$ cat src/rtl/vga_pkg.sv
// vga_pkg: default 800x600@60 timing constants, coordinate widths and colour-bar helper
package vga_pkg;
  localparam int DEF_H_VISIBLE = 800;
  localparam int DEF_H_FRONT = 40;
  localparam int DEF_H_SYNC = 128;
  localparam int DEF_H_BACK = 88;
  localparam int DEF_V_VISIBLE = 600;
  localparam int DEF_V_FRONT = 1;
  localparam int DEF_V_SYNC = 4;
  localparam int DEF_V_BACK = 23;
  localparam bit DEF_SYNC_POL = 1'b1;
  localparam int DEF_H_TOTAL = DEF_H_VISIBLE + DEF_H_FRONT + DEF_H_SYNC + DEF_H_BACK;
  localparam int DEF_V_TOTAL = DEF_V_VISIBLE + DEF_V_FRONT + DEF_V_SYNC + DEF_V_BACK;
  localparam int DEF_HW = $clog2(DEF_H_TOTAL);
  localparam int DEF_VW = $clog2(DEF_V_TOTAL);
  typedef struct packed {
    logic [3:0] r;
    logic [3:0] g;
    logic [3:0] b;
  } rgb_t;
  function automatic rgb_t bar_rgb(input logic [2:0] idx);
    return '{r: {4{idx[2]}}, g: {4{idx[1]}}, b: {4{idx[0]}}};
  endfunction
endpackage

$ cat src/rtl/vga_axis_counter.sv
// vga_axis_counter: one timing axis (position, sync, active, terminal count)
module vga_axis_counter #(
  parameter int VISIBLE = 800,
  parameter int FRONT = 40,
  parameter int SYNC = 128,
  parameter int BACK = 88,
  parameter bit SYNC_POL = 1'b1,
  parameter int W = $clog2(VISIBLE + FRONT + SYNC + BACK)
) (
  input  logic         clk,
  input  logic         rst_n,
  input  logic         ce,
  input  logic         wrap_en,
  output logic [W-1:0] count,
  output logic         sync,
  output logic         active,
  output logic         wrap
);
  localparam int TOTAL = VISIBLE + FRONT + SYNC + BACK;
  localparam logic [W-1:0] LAST = W'(TOTAL - 1);
  localparam logic [W-1:0] VIS_END = W'(VISIBLE);
  localparam logic [W-1:0] SYNC_BEG = W'(VISIBLE + FRONT);
  localparam logic [W-1:0] SYNC_END = W'(VISIBLE + FRONT + SYNC);
  // step on enable; wrap_en sends the count back to zero instead of incrementing
  always_ff @(posedge clk)
    if (!rst_n) count <= '0;
    else if (ce) count <= wrap_en ? '0 : count + 1'b1;
  // decode the current position within the axis
  always_comb begin
    wrap = count == LAST;
    active = count < VIS_END;
    sync = (count >= SYNC_BEG && count < SYNC_END) ? SYNC_POL : ~SYNC_POL;
  end
endmodule

$ cat src/rtl/vga_sync_gen.sv
// vga_sync_gen: VESA sync/timing generator (800x600@60 default); VGA_SYNC_TEST_PATTERN_EN adds colour-bar rgb outputs
module vga_sync_gen
  import vga_pkg::*;
#(
  parameter int H_VISIBLE = DEF_H_VISIBLE,
  parameter int H_FRONT = DEF_H_FRONT,
  parameter int H_SYNC = DEF_H_SYNC,
  parameter int H_BACK = DEF_H_BACK,
  parameter int V_VISIBLE = DEF_V_VISIBLE,
  parameter int V_FRONT = DEF_V_FRONT,
  parameter int V_SYNC = DEF_V_SYNC,
  parameter int V_BACK = DEF_V_BACK,
  parameter bit SYNC_POL = DEF_SYNC_POL,
  parameter int HW = $clog2(H_VISIBLE + H_FRONT + H_SYNC + H_BACK),
  parameter int VW = $clog2(V_VISIBLE + V_FRONT + V_SYNC + V_BACK)
) (
  input  logic          clk_in,
  input  logic          rst_n,
  input  logic          pix_ce,
  output logic          hsync,
  output logic          vsync,
  output logic          de,
  output logic [HW-1:0] pix_x,
  output logic [VW-1:0] pix_y,
  output logic          line_start,
  output logic          frame_start
`ifdef VGA_SYNC_TEST_PATTERN_EN
  ,
  output logic [3:0]    rgb_r,
  output logic [3:0]    rgb_g,
  output logic [3:0]    rgb_b
`endif
);
  logic [HW-1:0] h_cnt;
  logic [VW-1:0] v_cnt;
  logic h_sync, h_act, h_wrap;
  logic v_sync, v_act, v_wrap;
  vga_axis_counter #(
    .VISIBLE(H_VISIBLE), .FRONT(H_FRONT), .SYNC(H_SYNC), .BACK(H_BACK),
    .SYNC_POL(SYNC_POL), .W(HW)
  ) u_h (
    .clk(clk_in), .rst_n(rst_n), .ce(pix_ce), .wrap_en(h_wrap),
    .count(h_cnt), .sync(h_sync), .active(h_act), .wrap(h_wrap)
  );
  vga_axis_counter #(
    .VISIBLE(V_VISIBLE), .FRONT(V_FRONT), .SYNC(V_SYNC), .BACK(V_BACK),
    .SYNC_POL(SYNC_POL), .W(VW)
  ) u_v (
    .clk(clk_in), .rst_n(rst_n), .ce(pix_ce && h_wrap), .wrap_en(v_wrap),
    .count(v_cnt), .sync(v_sync), .active(v_act), .wrap(v_wrap)
  );
  // register timing outputs one enabled edge behind the counters; strobes drop on idle edges
  always_ff @(posedge clk_in)
    if (!rst_n) begin
      hsync <= ~SYNC_POL;
      vsync <= ~SYNC_POL;
      de <= 1'b0;
      pix_x <= '0;
      pix_y <= '0;
      line_start <= 1'b0;
      frame_start <= 1'b0;
    end else if (pix_ce) begin
      hsync <= h_sync;
      vsync <= v_sync;
      de <= h_act && v_act;
      pix_x <= h_cnt;
      pix_y <= v_cnt;
      line_start <= h_cnt == '0;
      frame_start <= h_cnt == '0 && v_cnt == '0;
    end else begin
      line_start <= 1'b0;
      frame_start <= 1'b0;
    end
`ifdef VGA_SYNC_TEST_PATTERN_EN
  localparam int BAR_W = (H_VISIBLE / 8 > 0) ? H_VISIBLE / 8 : 1;
  int unsigned bar_q;
  logic [2:0] bar;
  rgb_t bar_c;
  // pick the bar under the current column, clamping any remainder pixels into the last bar
  always_comb begin
    bar_q = 32'(h_cnt) / BAR_W;
    bar = (bar_q > 7) ? 3'd7 : bar_q[2:0];
    bar_c = bar_rgb(bar);
  end
  // colour registered alongside de so pixels line up with the timing outputs
  always_ff @(posedge clk_in)
    if (!rst_n) {rgb_r, rgb_g, rgb_b} <= '0;
    else if (pix_ce) {rgb_r, rgb_g, rgb_b} <= (h_act && v_act) ? bar_c : 12'h000;
`endif
endmodule

$ cat config.mk
export PLATFORM = sky130hd
export DESIGN_NAME = vga_sync_gen
export DESIGN_NICKNAME = d
export VERILOG_FILES = /design/src/rtl/vga_pkg.sv /design/src/rtl/vga_axis_counter.sv /design/src/rtl/vga_sync_gen.sv
export SDC_FILE = /design/constraint.sdc
export NUM_CORES = 1
export LEC_CHECK = 0
export ABC_AREA = 1
export BUFFER_PORTS_ARGS = -buffer_cell sky130_fd_sc_hd__buf_4
export CAP_MARGIN = 10
export CORE_AREA = 4 4 76 78
export CTS_CLUSTER_SIZE = 16
export DETAILED_ROUTE_END_ITERATION = 16
export DIE_AREA = 0 0 80 82
export SYNTH_ARGS = -nofsm -noshare
export SYNTH_HDL_FRONTEND = slang
export SYNTH_SLANG_ARGS = --single-unit
$ cat constraint.sdc
create_clock -name clk_in -period 4.39 [get_ports clk_in]
set_clock_uncertainty 0.1 [all_clocks]
set_input_delay 0.878 -clock clk_in [delete_from_list [all_inputs] [get_ports clk_in]]
set_output_delay 0.878 -clock clk_in [all_outputs]
set_load 0.02 [all_outputs]
# Yosys cells after proc, flatten, opt, wreduce, memory -nomap -nowiden
# Cells that the tools add are included.
# op_classes
addsub	2
n_reduce_logical	8
n_eq_ne	2
magnitude_cmp	6
muxes	4
# op_table
operator	n
$lt A11 B10 Y1 const B	2
$lt A10 B10 Y1 const B	2
$add A11 B1 Y11 const B	1
$eq A11 B11 Y1 const B	1
$ge A11 B10 Y1 const B	1
$logic_not A11 Y1	1
$mux W11	1
$add A10 B1 Y10 const B	1
$eq A10 B10 Y1 const B	1
$ge A10 B10 Y1 const B	1
$logic_not A10 Y1	1
$mux W10	1
$logic_and A1 B1 Y1	5
$mux W1	2
$reduce_and A2 Y1	1
# word_totals
output_inout_bits	26
elab_cells	31
reg_bits	47
inputBits	3

# Depth between registers and ports, before layout
# Gate-level depths: netlist (run 1).
# depth
ltp_word	3
ltp_mapped	8
depth_no_buf	8

# Cells and area by module
# From an unflattened synthesis (run 1), not the netlist that was laid out.
# unflattened
hier_cells	313
hier_area_um2	2278.4
# modules_own_cells
module	cells_each	seq_area_each_um2	instances	area_per_inst_um2
vga_sync_gen	130	520.5	1	1064.8
vga_axis_counter (u_h)	99	220.2	1	641.9
vga_axis_counter (u_v)	84	200.2	1	571.8

# Worst setup path after synthesis (run 1)
# OpenSTA, ideal clock, no wires.
# synth_path
kind	input to register
start	in pix_ce
end	reg u_h.count[8]
path_slack_ps	2623
setup_ps	128
arrival_ps	1539
path_buffers	1
required_ps	4162
cell_stages	6
cell_sequence	buf_6 -> inv_2 -> nor3_2 -> nand2_1 -> xor2_1 -> nor2_1
# synth_lines
item	line_no	source
from (decl)	vga_sync_gen.sv:19	input logic pix_ce,
to (signal assigned)	vga_axis_counter.sv:27	else if (ce) count <= wrap_en ? '0 : count + 1'b1;
to (decl)	vga_axis_counter.sv:14	output logic [W-1:0] count,

==> metrics, run 1 <==
Worst Setup Start Kind=input pin; Rows=26; Max Cap Viol=0; CP Data Required Time=4.52 ns; All-Layer GR Usage=16.8%; Worst Hold Path EP=pix_x[5]; most instantiated cells after synthesis=64 x nand2_1, 47 x dfxtp_1, 34 x nor2_1, 29 x a21oi_1, 24 x inv_1; CTS tree=yes; fmax=475 MHz; fraction of registers with async set or reset after synthesis=0%; gpl congestion=0.851; VDD IR max=0.196 mV; switching part of the total=23.8%; CTS Buffer Depth=2; placed insts=398; Cell Pwr Density=311 nW/um^2; synthesized area=2290 sq um; Combinational Power Share=8.1%; synth unique cells=30; Syn Inst Count=309; Yosys reg bits=47; cell count of the worst hold path=2; Worst Setup End Kind=flop; number of post-CTS setup repair buffers=0; Hold-fix buffers, CTS=0; top-count cell post-synth=nand2_1; first-pass GRT wire length=8610 um; Clock Power Share=37.9%; Core Footprint=5070 sq um; r2r startpoint=u_h.count[0]; final hold violation count=0; DR WL/cell=12.8 um; endpoints failing setup=0; Hold Startpoint=pix_x[5]; die width=80 um; Setup TNS=0 ns; reg2reg end=u_v.count[2]; multi-input gate area in the final layout=1170 sq um; Critical path origin=pix_ce; vias in the first global route=1745; initial core utilization=45.2%; final worst path period need=2.11 ns; crit share post-route=48.0%; fillers=519; status=finished, final reports clean; Synth Warn #=0; Worst Path Arrival=2.23 ns; Reg area=941 sq um; CTS Buf Count=5; Synth area leaders=dfxtp_1 41%, nand2_1 10%, a21oi_1 6.3%; Post-DP HPWL=3700 um; via count=1973; Slew headroom=63.5%; die height=82 um; Internal=627 uW; Psw=196 uW; Root Buffer=clkbuf_8; synthesized net count=317; DR iter-0 viols=103; Crit Path Class=input pin to flop; register area share after synthesis=41.0%; die footprint=6560 sq um; dpl ws=1.98 ns; # clock sinks=47; initial antenna violation count=0; drt pass-1 iters=4; largest net degree at the start of global routing=45; routed wire length=5170 um; synthesis-to-layout area growth=15.6%; worst r2r path cells=8; Pins Over Slew Limit=0; antenna-violating nets left=0; Layout Nets=343; setup ws final=2.28 ns; Via density=4.87; layout cells sized above 1=20.0%; crit-path max FO=44; Tot Pwr=823 uW; DRC=0; Ant. Diodes=0; Reg2Reg Setup Slack=2.71 ns; Post-synth EDFFs=0; Static Leak=1.12 nW; grt total ovfl=0; area leader, netlist=dfxtp_1; share of the synthesized area in the top cell type=41.0%; number of port buffers=28; Resize count post-CTS=0; fin cells=405; later-pin clock latency in the skew report=0.30 ns; Worst-path clk slew=0.08 ns; syn avg cell area=7.42 sq um; Reg power frac=54.0%; io pins=29; Slew @ Worst Pin=0.544 ns; CTS H-tree lvls=2; hold crit path type=flop to flop; prevailing post-synth register cell=dfxtp_1; RSZ-0062 raised after global routing=false
routing by layer:
metal / vias to the layer above / GRT usage, % / wire, um
met5: - / 0 / 0
met4: 0 / 4.56 / 59
met3: 6 / 5.15 / 268
met2: 37 / 23.8 / 2120
met1: 872 / 24.5 / 2720
li1: 1058 / - / -
flip-flops by register name (all words and copies together) (netlist names):
signal,cells
u_v.count,10
pix_y,10
frame_start,1
de,1
line_start,1
u_h.count,11
pix_x,11
hsync,1
vsync,1
worst max-delay path, cell delays in order:
cell and delay, ns:
buf_4 0.35, inv_2 0.27, nor2_1 0.24, o21ai_0 0.16, nor2_1 0.11, nand3_1 0.08, a21oi_1 0.13
worst max-delay path by stage:
stage,end,slack [ns]
after floorplan,u_h.count[8],2.62
after global placement,de,2.05
after detailed placement,de,1.98
after CTS,de,2.32
after global routing,de,2.12
final,de,2.28
logic make-up after synthesis:
logic type / after synthesis / synth area share [%]
compound gates: 53 / 12.6
xor+xnor: 5 / 1.91
fa+ha+maj: 5 / 2.73
buf+inv: 43 / 7.86
flops: 47 / 41.0
simple gates: 156 / 33.8
power by group through the flow:
stage          sequential [mW]  clock, mW  combinational (mW)
4_1_cts                  0.444      0.322              0.0678
2_1_floorplan            0.466          0              0.0320
6_report                 0.444      0.312              0.0669
3_3_place_gp             0.454          0              0.0670
3_5_place_dp             0.454          0              0.0677
5_1_grt                  0.446      0.338              0.0743
metrics by stage:
step	cell area (sq um)	util (%)	hold slack (ns)
after detailed placement	2540	50.1	0.355
after CTS	2650	52.2	0.368
after floorplan	2290	-	0.374
after global placement	2540	50.1	0.354
after global routing	2650	52.2	0.397
final	2650	52.2	0.363
cell usage in the layout, fill, tap and decap left out, drive strengths merged:
cell and instances:
bufinv 1, o21bai 3, xor2 5, o21ai 19
ha 5, nand3 24, nand3b 1, nand2 69
nand4 8, clkbuf 5, dfxtp 47, nor3 10
buf 28, inv 32, clkinv 2, clkinvlp 1
o21a 1, a21oi 29, a211oi 1, nor2 44
cell type report:
cell class / count / share of cell area, %
Clock buffer: 5 / 2.60
Clock inverter: 2 / 1.42
Inverter: 34 / 5.01
Multi-Input combinational cell: 219 / 44.2
Sequential cell: 47 / 35.5
Tap cell: 70 / 3.31
Timing Repair Buffer: 28 / 7.94
(Power assumes the default switching activity.)
==> run 2, diff against run 1 <==
Settings changed: PLACE_DENSITY set to 0.67.
Clock period 4.39 ns to 1.85 ns, I/O delays scaled along.
==> run 2 against run 1 <==
Critical path depth is 1 higher. Sequential power rose by 140%. Total power increased by 140%. Clock power grew to 2.5 times the previous value. Non-clock buffer count up 6. Global-route usage is 0.57 points higher. Routed wire length increased by 0.97%. Die area unchanged. Combinational power grew 150%.
==> metrics, run 2 (synthesis results as in run 1) <==
Cell Pwr Density=741 nW/um^2; Final Cell Area=2710 sq um; antenna-violating nets left=0; io pins=29; CTS Buffer Depth=2; status=finished, final reports clean; number of port buffers=28; Setup TNS=0 ns; crit share post-route=86.7%; die height=82 um; Post-DP HPWL=3880 um; fillers=528; Root Buffer=clkbuf_8; Slew headroom=71.6%; CP Data Required Time=1.95 ns; Via density=4.86; die width=80 um; All-Layer GR Usage=17.4%; hold crit path type=input pin to flop; Pins Over Slew Limit=0; GR Util met2=25.9%; GR peak layer=met2; Crit Path Class=flop to flop; VDD IR max=0.434 mV; gpl congestion=0.901; Worst Path Arrival=1.71 ns; placed cell area=2590 sq um; # clock sinks=47; CTS Buf Count=5; Core Footprint=5070 sq um; synthesis-to-layout area growth=18.0%; Hold-fix buffers, CTS=0; met1 GRT Util=24.3%; final core utilization=53.3%; RSZ-0062 raised after global routing=false; initial core utilization=45.2%; Worst Setup End Kind=flop; met3 Usage GRT=4.93%; fin cells=412; Slew @ Worst Pin=0.423 ns; drt pass-1 iters=5; layout cells sized above 1=21.6%; Resize count post-CTS=0; Static Leak=1.16 nW; DR iter-0 viols=96; largest registers=pix_x: 11 flops, u_h.count: 11 flops; Ant. Diodes=0; commonest non-fill, non-tap cell in the layout=nand2_1; vias in the first global route=1861; routed wire length=5220 um; fmax=624 MHz; grt total ovfl=0; Layout Nets=349; later-pin clock latency in the skew report=0.30 ns; final hold slack=0.234 ns; DRC=0; final hold violation count=0; die footprint=6560 sq um; Worst Setup Start Kind=flop; largest net degree at the start of global routing=32; placed insts=404; Worst-path clk slew=0.09 ns; endpoints failing setup=0; CTS tree=yes; CTS H-tree lvls=2; number of post-CTS setup repair buffers=0; first-pass GRT wire length=8890 um; Max Cap Viol=0; via count=2002; Rows=26; most frequent cells in the layout=64 x nand2_1, 47 x dfxtp_1, 34 x nor2_1, 34 x buf_4, 29 x a21oi_1; crit-path max FO=6; DR WL/cell=12.7 um; initial antenna violation count=0; final worst path period need=1.60 ns
==> run 2: critical path, cell delays in order, from the launching register on <==
cell and delay [ns]:
dfxtp_1 0.38, ha_1 0.25, nand3_4 0.15, nor2_8 0.19, nand3_4 0.14, nand2_4 0.13, nand2_4 0.06, clkinv_4 0.07
nor2_2 0.04
==> run 2: worst paths after layout <==
path	start	endpoint	slack, ns	depth (start not counted)
max	u_h.count[1]	u_v.count[6]	0.25	8
min	rst_n	u_h.count[0]	0.23	3
min reg2reg	pix_y[4]	pix_y[4]	0.36	2
max reg2reg	u_h.count[1]	u_v.count[6]	0.25	8
==> run 2: power breakdown <==
group | switching [mW] | internal, mW
registers | 0.0151 | 1.04
clock network | 0.347 | 0.437
logic | 0.105 | 0.0605
total | 0.467 | 1.54
==> run 2: area by class of cell <==
cell class              instances  area [sq um]  area share, %
multi-input cells             219          1170           43.3
clock buffers                   6          82.6           3.05
clock inverters                 2          35.0           1.30
flip-flops and latches         47           941           34.8
inverters                      34           133           4.90
well taps                      70          87.6           3.24
repair buffers                 34           255           9.44
==> run 2: metrics by stage <==
step                      setup slack, ns  power (mW)
after floorplan                     0.383        1.18
after global placement              0.292        1.24
after detailed placement            0.262        1.24
after CTS                           0.234        2.02
after global routing                0.125        2.09
final                               0.247        2.00
==> run 2: layer usage <==
layer / vias up / share of wire (%)
met5: - / 0
met4: 0 / 1.2
met3: 5 / 5.7
met2: 55 / 42
met1: 875 / 51
li1: 1067 / -
